===== src/rtl/pc_sequencer_if.sv =====
// Program-memory fetch bus between the sequencer (master) and program memory (slave).
interface pc_sequencer_if;
    logic [7:0] pm_addr;
    logic       pm_req;
    logic       pm_ack;
    logic [7:0] pm_data;

    modport master (output pm_addr, output pm_req, input pm_ack, input pm_data);
    modport slave  (input pm_addr, input pm_req, output pm_ack, output pm_data);
endinterface


===== src/rtl/pc_sequencer.sv =====
// Program-counter sequencer: fetches an instruction from program memory, issues it
// to the decoder for one cycle, executes it (pc update, retire count) and supports
// halt / single-step control plus a sticky fetch-timeout error.
module pc_sequencer #(
    parameter int TIMEOUT = 15
) (
    input  logic                clk,
    input  logic                sync_reset_n,
    pc_sequencer_if.master      pm,
    input  logic                jmp,
    input  logic                jmp_nz,
    input  logic [3:0]          ir_nibble,
    input  logic                zero,
    output logic [7:0]          next_instr,
    output logic                exec,
    input  logic                halt,
    input  logic                step,
    output logic                pm_err,
    output logic [1:0]          state,
    output logic [15:0]         retired
);

    localparam logic [1:0] S_FETCH  = 2'd0;
    localparam logic [1:0] S_ISSUE  = 2'd1;
    localparam logic [1:0] S_EXEC   = 2'd2;
    localparam logic [1:0] S_HALTED = 2'd3;

    localparam logic [7:0] NOP = 8'hC8;

    // Counter only needs to hold 0..TIMEOUT-1: the cycle it would reach TIMEOUT
    // is the cycle the fetch is declared failed.
    localparam int          CW   = (TIMEOUT < 2) ? 1 : $clog2(TIMEOUT);
    localparam logic [CW-1:0] WAIT_LAST = CW'(TIMEOUT - 1);

    logic [1:0]    state_q,    state_d;
    logic [7:0]    pc_q,       pc_d;
    logic [7:0]    ibuf_q,     ibuf_d;
    logic [CW-1:0] wait_q,     wait_d;
    logic          err_q,      err_d;
    logic          step_lat_q, step_lat_d;
    logic [15:0]   retired_q,  retired_d;

    // Next-state, pc, instruction-buffer and counter computation.
    always_comb begin
        // NOTE: every signal gets a default before the case so no path leaves it
        // unassigned; without this the tool infers a latch.
        state_d    = state_q;
        pc_d       = pc_q;
        ibuf_d     = ibuf_q;
        wait_d     = wait_q;
        err_d      = err_q;
        step_lat_d = step_lat_q;
        retired_d  = retired_q;

        case (state_q)
            S_FETCH: begin
                if (pm.pm_ack) begin
                    // An ack on the final allowed cycle still counts as success.
                    ibuf_d  = pm.pm_data;
                    wait_d  = '0;
                    state_d = S_ISSUE;
                end else if (wait_q == WAIT_LAST) begin
                    err_d   = 1'b1;
                    wait_d  = '0;
                    state_d = S_HALTED;
                end else begin
                    wait_d  = wait_q + CW'(1);
                end
            end
            S_ISSUE: begin
                state_d = S_EXEC;
            end
            S_EXEC: begin
                // jmp wins when both jump controls are set.
                if (jmp || (jmp_nz && !zero)) begin
                    pc_d = {ir_nibble, 4'h0};
                end else begin
                    pc_d = pc_q + 8'd1;
                end
                if (retired_q != 16'hFFFF) begin
                    retired_d = retired_q + 16'd1;
                end
                if (halt || step_lat_q) begin
                    step_lat_d = 1'b0;
                    state_d    = S_HALTED;
                end else begin
                    state_d    = S_FETCH;
                end
            end
            default: begin
                // HALTED: a step pulse runs exactly one instruction; an error
                // keeps the sequencer parked until reset except for steps.
                if (step) begin
                    step_lat_d = 1'b1;
                    state_d    = S_FETCH;
                end else if (!halt && !err_q) begin
                    state_d    = S_FETCH;
                end
            end
        endcase
    end

    // Control state registers with synchronous active-low reset.
    always_ff @(posedge clk) begin
        // NOTE: sequential state uses non-blocking assignments so every flop
        // samples the pre-edge values regardless of statement order.
        if (!sync_reset_n) begin
            state_q    <= S_FETCH;
            pc_q       <= 8'h00;
            wait_q     <= '0;
            err_q      <= 1'b0;
            step_lat_q <= 1'b0;
            retired_q  <= 16'h0000;
        end else begin
            state_q    <= state_d;
            pc_q       <= pc_d;
            wait_q     <= wait_d;
            err_q      <= err_d;
            step_lat_q <= step_lat_d;
            retired_q  <= retired_d;
        end
    end

    // Instruction buffer: pure datapath register, loaded on each successful fetch.
    always_ff @(posedge clk) begin
        // NOTE: no reset here on purpose; the buffer is only visible in ISSUE,
        // which is always preceded by a capture, so its power-up value is unseen.
        ibuf_q <= ibuf_d;
    end

    assign pm.pm_req  = (state_q == S_FETCH);
    assign pm.pm_addr = pc_q;
    assign next_instr = (state_q == S_ISSUE) ? ibuf_q : NOP;
    assign exec       = (state_q == S_EXEC);
    assign pm_err     = err_q;
    assign state      = state_q;
    assign retired    = retired_q;

endmodule

===== src/flat_wrapper.sv =====
// flat-port wrapper written by rule: the top's interface ports become plain ports
module pc_sequencer_flat 
#(
    parameter int TIMEOUT = 15
)
  (clk, sync_reset_n, jmp, jmp_nz, ir_nibble, zero, next_instr, exec, halt, step, pm_err, state, retired, pm_pm_addr, pm_pm_req, pm_pm_ack, pm_pm_data);
  pc_sequencer_if pm_i ();
  input  logic clk;
  input  logic sync_reset_n;
  input  logic jmp;
  input  logic jmp_nz;
  input  logic [3:0] ir_nibble;
  input  logic zero;
  output logic [7:0] next_instr;
  output logic exec;
  input  logic halt;
  input  logic step;
  output logic pm_err;
  output logic [1:0] state;
  output logic [15:0] retired;
  output wire logic [$bits(pm_i.pm_addr)-1:0] pm_pm_addr;
  output wire logic [$bits(pm_i.pm_req)-1:0] pm_pm_req;
  input wire logic [$bits(pm_i.pm_ack)-1:0] pm_pm_ack;
  input wire logic [$bits(pm_i.pm_data)-1:0] pm_pm_data;
  assign pm_pm_addr = pm_i.pm_addr;
  assign pm_pm_req = pm_i.pm_req;
  assign pm_i.pm_ack = pm_pm_ack;
  assign pm_i.pm_data = pm_pm_data;
  pc_sequencer #(.TIMEOUT(TIMEOUT)) u_core (.clk(clk), .sync_reset_n(sync_reset_n), .pm(pm_i), .jmp(jmp), .jmp_nz(jmp_nz), .ir_nibble(ir_nibble), .zero(zero), .next_instr(next_instr), .exec(exec), .halt(halt), .step(step), .pm_err(pm_err), .state(state), .retired(retired));
endmodule

===== config.mk =====
export PLATFORM = sky130hd
export DESIGN_NAME = pc_sequencer_flat
export DESIGN_NICKNAME = d
export VERILOG_FILES = /design/src/rtl/pc_sequencer_if.sv /design/src/rtl/pc_sequencer.sv /design/src/flat_wrapper.sv
export SDC_FILE = /design/constraint.sdc
export NUM_CORES = 1
export LEC_CHECK = 0
export BUFFER_PORTS_ARGS = -buffer_cell sky130_fd_sc_hd__buf_2
export CORE_UTILIZATION = 48
export CTS_BUF_LIST = sky130_fd_sc_hd__clkbuf_4
export CTS_CLUSTER_DIAMETER = 80
export DETAILED_ROUTE_END_ITERATION = 12
export GPL_TIMING_DRIVEN = 1
export PLACE_DENSITY = 0.87
export SKIP_CTS_REPAIR_TIMING = 1
export SYNTH_ARGS = -nofsm -noshare
export SYNTH_HDL_FRONTEND = slang
export SYNTH_SLANG_ARGS = --single-unit

===== constraint.sdc =====
create_clock -name clk -period 1.47 [get_ports clk]
set_input_delay 0.147 -clock clk [delete_from_list [all_inputs] [get_ports clk]]
set_output_delay 0.147 -clock clk [all_outputs]
set_load 0.05 [all_outputs]

==> results by group, run 1 <==
Status
  • Status: complete, but fails checks
  • Violated checks: negative setup slack

Routing
  • Via-per-instance ratio: between 5 and 6
  • DR iter-0 viols: 130
  • Drt pass-1 iters: 4
  • # DRC: 0
  • Via total after detailed routing: roughly 2100
  • Drt total wl: roughly 5600 um
  • Routed len/inst: ~15 um
  • Antenna Nets Post-Route: 0

Global routing
  • Met3 usage: 0.0548
  • Initial antenna violation count: 0
  • Largest net degree at the start of global routing: 18
  • Global route hottest layer: met2
  • Met2 Use GR: 0.386
  • GRT Total Usage: 0.223
  • Vias in the first global route: 1717
  • Grt met1 use: 0.264
  • First-pass GRT wire length: between 7000 and 8000 um
  • Total grt overflow: 0

Clock tree
  • CTS tree: built
  • CTS root buf: clkbuf_4
  • CTS buffer count: 5
  • Reg clk slew, reported paths: between 0.1 and 0.15 ns
  • H-tree Lvls: 2
  • Clk Latency, worst-skew pair: 0.35 ns
  • Worst-case clock buffer depth: 2
  • Clk sink count: 40

Timing
  • Fin crit share: 1.06
  • Final hold violations: 0
  • Final worst slack: -0.0908 ns
  • Final setup viols: 9
  • RSZ-0062 raised after global routing: true
  • Clock skew: 0.00669 ns
  • Slew @ Worst Pin: about 0.56 ns
  • Final setup TNS: -0.276 ns
  • Max Clk Rate: between 0.6 and 0.7 GHz
  • Final min period: 1.56 ns
  • Max-slew violation count: 0
  • Headroom to the max-slew limit: 0.628
  • Hold slack: 0.116 ns

Job
  • Max-cap viol count: 0

Yosys
  • Post-Syn Instances: 219
  • Most numerous cell in the Yosys netlist: dfxtp_1
  • Seq cells post-synth: 40
  • Mapped cell area: 2000 um2
  • Sequential area share after synthesis: 0.440
  • FFs w/ async S/R, synth: 0
  • Post-synth top flop: dfxtp_1
  • Total number of yosys warnings: 0
  • Syn_area_per_cell: about 9.1 um2
  • Synth area leaders: dfxtp_1, edfxtp_1, a21oi_1
  • Synth cell count leaders: dfxtp_1, a21oi_1, nand2_1
  • Area share of the largest cell type after synthesis: 0.320
  • Post-synth cell types: 47
  • Synth area leader: dfxtp_1
  • Number of synthesized flops with an enable pin: 8
  • Net Count, Synth: 243

Floorplanning
  • Horiz. Die Dim: 66.6 um
  • Core area: roughly 4000 um2
  • Die H: 66.6 um
  • Starting Density: 0.501
  • DIE AREA: between 4000 and 5000 um2
  • Io pins: 57
  • Num rows: 23

Layout
  • Fin cells: ~370
  • Storage element area: about 960 um2
  • Fraction of layout cells with a size suffix above 1: 0.519
  • Layout area overhead: 53.0%
  • Ant diodes: 0
  • Fill cells: 253
  • Final nets: ~340
  • Multi-input gate area: approximately 1200 um2
  • Post-layout util: 0.766
  • Final instance area: 3060 um2

Worst hold path
  • Hold WC Path Type: in -> reg

Placed design
  • Post-Place Cells: around 340
  • Gp weighted congestion: between 0.8 and 0.9
  • # port buffers: 56
  • DP HPWL: approximately 3500 um
  • Placed Instance Area: ~2600 um2

Critical path
  • Critical path required time: approximately 1.8 ns
  • Setup CP Type: reg -> reg
  • Crit end category: flop
  • Maximum fanout along the worst path: 6
  • Worst Path Arrival: 1.85 ns
  • Setup crit start kind: flop

Power and ir drop
  • LEAKAGE: about 1.2 nW
  • Power density over cell area: 752 nW/um2
  • VDD IR max: 0.429 mV
[cell usage in the layout, fill, tap and decap left out, drive strengths merged, types with 4 or more instances in the layout]
master,Yosys,final
ha,4,4
and3,5,5
nand2b,5,5
nor3,8,8
nor4,8,8
nand2,17,17
clkbuf,5,7
nor2,11,11
dlygate4sd3,0,8
edfxtp,8,8
dfxtp,32,32
o31a,5,5
inv,6,5
and2,6,6
or3,6,6
a21oi,23,23
o31ai,5,5
buf,5,92
nand3,9,9
o21ai,13,13
nand4,6,6
or4,6,6
[worst paths after layout]
| kind | from | to | slack (ns) | depth (start not counted) |
|---|---|---|---|---|
| worst min-delay path | pm_pm_ack | u_core.wait_q[3]$_SDFFE_PN0N_ | 0.12 | 3 |
| worst min register to register | u_core.pm.pm_addr[4]$_SDFFE_PN0P_ | u_core.pm.pm_addr[4]$_SDFFE_PN0P_ | 0.52 | 2 |
| worst max register to register | u_core.retired[0]$_SDFFE_PN0P_ | u_core.retired[7]$_SDFFE_PN0P_ | -0.09 | 6 |
| worst max-delay path | u_core.retired[0]$_SDFFE_PN0P_ | u_core.retired[7]$_SDFFE_PN0P_ | -0.09 | 6 |
[worst max-delay path: stages (launching register included)]
cell and delay (ns):
dfxtp_4 0.39, ha_4 0.18, nand3_4 0.11, nor4_4 0.07
buf_4 0.15, or4_4 0.47, a21oi_2 0.13
[area by class of cell]
class / count / share of cell area
Sequential cell: 40 / 0.312
Clock inverter: 2 / 0.00367
Tap cell: 50 / 0.0204
Timing Repair Buffer: 101 / 0.242
Inverter: 6 / 0.0110
Clock buffer: 6 / 0.0147
Multi-Input combinational cell: 163 / 0.396
[stage by stage]
stage                     worst slack (ns)  total power, W
after floorplan                    -0.0971         0.00153
after global placement            -0.00799         0.00162
after detailed placement           -0.0775         0.00163
after CTS                           -0.230         0.00218
after global routing                -0.139         0.00241
final                              -0.0908         0.00230
[report_power, final]
part           total [W]  switching (W)  internal, W
registers        0.00118      0.0000395      0.00114
logic           0.000572       0.000331     0.000241
clock network   0.000551       0.000350     0.000201
[registers in the layout, summed over array words and instances, names as in the netlist]
register,flops
u_core.pm_err,1
u_core.state,2
u_core.ibuf_q,8
u_core.step_lat_q,1
u_core.retired,16
u_core.pm.pm_addr,8
u_core.wait_q,4
[metal layers]
layer	wire length (um)	vias up
li1	-	1025
met1	2450	1019
met2	2730	82
met3	302	11
met4	100	0
met5	0	-
[kinds of logic after synthesis]
group,count (synthesis),share of synthesized area
AND/OR/NAND/NOR,99,0.298
multiplexers,2,0.00999
buffers and inverters,16,0.0387
AO/OA/AOI/OAI,57,0.184
XOR/XNOR,1,0.00437
adder cells (fa/ha/maj),4,0.0250
flip-flops,40,0.440
Note: power is estimated with default switching activity, not from simulation.
==> run 2: changes to the inputs <==
==> constraint.sdc (replaced) <==
create_clock -name clk -period 1.47 [get_ports clk]
set_input_delay 0.147 -clock clk [delete_from_list [all_inputs] [get_ports clk]]
set_output_delay 0.147 -clock clk [all_outputs]
set_load 0.02 [all_outputs]
==> results by group, run 2 (same netlist as run 1, synthesis figures left out) <==
Clock tree
  • CTS buffer count: 5 (unchanged)
  • CTS root buf: clkbuf_4
  • Clk Latency, worst-skew pair: 0.37 ns (+0.02 ns)
  • Reg clk slew, reported paths: 0.13 ns (about the same)
  • Worst-case clock buffer depth: 2 (unchanged)
  • CTS tree: built
  • Clk sink count: 40 (unchanged)
  • H-tree Lvls: 2 (unchanged)

Global routing
  • Vias in the first global route: 1761 (+2.6%)
  • Total grt overflow: 0 (unchanged)
  • First-pass GRT wire length: 7450 um (-1.5%)
  • Initial antenna violation count: 0 (unchanged)
  • Largest net degree at the start of global routing: 15 (-3)
  • GRT Total Usage: 0.221 (-0.00204)

Power and ir drop
  • Int Power: 0.00173 W (+9.4%)
  • Comb pwr share: 0.188 (-0.060)
  • Sw power: 0.000666 W (-7.7%)
  • Power density over cell area: 820 nW/um2 (+9.1%)
  • Sw Share: 0.278 (-0.0355)
  • LEAKAGE: 1.19 nW (-3.4%)
  • VDD IR max: 0.587 mV (+37%)
  • Sequential share of power: 0.493 (-0.019)
  • Clk pwr share: 0.319 (+0.080)

Placed design
  • # port buffers: 56 (unchanged)
  • DP HPWL: 3390 um (-3.1%)
  • Gp weighted congestion: 0.817 (-6.0%)
  • Placed Instance Area: 2590 um2 (-1.4%)

Layout
  • Final instance area: 2920 um2 (-4.6%)
  • Fill cells: 287 (+13%)
  • Final nets: 335 (-1.8%)
  • Ant diodes: 0 (unchanged)
  • Number of flip-flops under the largest register name: 16 (unchanged)
  • Post-layout util: 0.731 (-0.0353)
  • Fraction of layout cells with a size suffix above 1: 0.462 (-0.0573)
  • Commonest non-fill, non-tap cell in the layout: buf_2
  • Most frequent cells in the layout: buf_2, buf_4, a21oi_1
  • Layout area overhead: 45.9%

Routing
  • Via-per-instance ratio: 5.61 (-3.4%)
  • Via total after detailed routing: 2030 (-5.0%)
  • Antenna Nets Post-Route: 0 (unchanged)
  • Drt pass-1 iters: 4 (unchanged)
  • Drt total wl: 4860 um (-13%)
  • Routed len/inst: 13.4 um (-11%)
  • DR iter-0 viols: 155 (+19%)
  • # DRC: 0 (unchanged)

Critical path
  • Maximum fanout along the worst path: 5 (-1)
  • Setup crit start kind: flop
  • Setup CP Type: reg -> reg
  • Setup crit start: u_core.retired[1]$_SDFFE_PN0P_
  • R2R Path Start: u_core.retired[1]$_SDFFE_PN0P_
  • Crit end category: flop
  • Critical path required time: 1.76 ns (about the same)
  • FF-to-FF path depth: 6 (unchanged)
  • R2R Setup Slk: -0.08 ns (about the same)
  • Worst reg2reg path endpoint: u_core.retired[9]$_SDFFE_PN0P_
  • Worst Path Arrival: 1.84 ns (about the same)

Timing
  • Clock skew: 0.00802 ns (+0.00133 ns)
  • Max-slew violation count: 0 (unchanged)
  • Final hold violations: 0 (unchanged)
  • Final setup viols: 17 (+8)
  • Final min period: 1.55 ns (-0.00883 ns)
  • Headroom to the max-slew limit: 0.667 (+0.0387)
  • RSZ-0062 raised after global routing: true
  • Fin crit share: 1.06 (-0.00600)
  • Final worst slack: -0.0819 ns (+0.00883 ns)
  • Slew @ Worst Pin: 0.498 ns (-0.0592 ns)
  • Max Clk Rate: 0.644 GHz (+0.57%)

Floorplanning
  • DIE AREA: 4440 um2 (unchanged)
  • Core area: 4000 um2 (unchanged)
  • Num rows: 23 (unchanged)
  • Starting Density: 0.501 (unchanged)
  • Io pins: 57 (unchanged)
  • Die H: 66.6 um (unchanged)
  • Horiz. Die Dim: 66.6 um (unchanged)

Worst hold path
  • Hold Path Stages: 3 (unchanged)
  • Hold Crit Endpoint: u_core.step_lat_q$_SDFFE_PN0P_
  • Hold_sp: step
  • Hold WC Path Type: in -> reg

Status
  • Violated checks: negative setup slack
  • Status: complete, but fails checks

Job
  • Max-cap viol count: 0 (unchanged)
[run 2: cell types whose count changed in the layout (fill, tap and decap cells not counted), sizes merged]
cell      delta
clkinv       -1
clkbuf       -2
buf          -5
clkinvlp     -1
bufinv       +1
inv          +2
[run 2: through the flow]
stage               std cells  setup TNS (ns)  worst slack, ns  power, W  hold WS (ns)
floorplan                 219         -0.0420          -0.0216   0.00142         0.246
global placement          342               0          0.00273   0.00156         0.324
detailed placement        342          -0.130          -0.0447   0.00157         0.325
CTS                       350           -1.33           -0.132   0.00232       -0.0620
global route              362           -2.44           -0.186   0.00251        0.0826
finish                    362          -0.449          -0.0819   0.00240        0.0826
[run 2: metal layers]
layer  vias up  wire (um)  global-route usage
li1       1014          -                   -
met1       938       2110               0.263
met2        68       2400               0.370
met3        10        228              0.0462
met4         0        120               0.117
met5         -          0                   0
[run 2: layout make-up]
class	count	area (um2)	share of cell area
repair buffers	95	664	0.227
flip-flops and latches	40	941	0.322
multi-input cells	163	1140	0.391
inverters	6	27.5	0.00942
well taps	50	62.6	0.0214
clock inverters	3	46.3	0.0158
clock buffers	5	37.5	0.0128
[run 2: worst max-delay path, stage by stage, from the launching register on]
cell	delay, ns
dfxtp_4	0.40
ha_4	0.15
nand3_4	0.12
nor4_4	0.38
buf_4	0.21
nor4_1	0.06
o21a_1	0.16
[run 2: worst max path at each step]
stage,cells past startpoint,endpoint
detailed placement,5,u_core.retired[12]$_SDFFE_PN0P_
floorplan,5,u_core.retired[3]$_SDFFE_PN0P_
CTS,5,next_instr[5]
global placement,5,u_core.retired[12]$_SDFFE_PN0P_
finish,6,u_core.retired[9]$_SDFFE_PN0P_
global route,6,u_core.retired[3]$_SDFFE_PN0P_
[run 2: power by group through the flow]
stage / combinational, W / clock (W) / sequential (W)
2_1_floorplan: 0.000197 / 0 / 0.00122
3_3_place_gp: 0.000360 / 0 / 0.00120
3_5_place_dp: 0.000364 / 0 / 0.00120
4_1_cts: 0.000367 / 0.000777 / 0.00118
5_1_grt: 0.000489 / 0.000831 / 0.00119
6_report: 0.000449 / 0.000765 / 0.00118
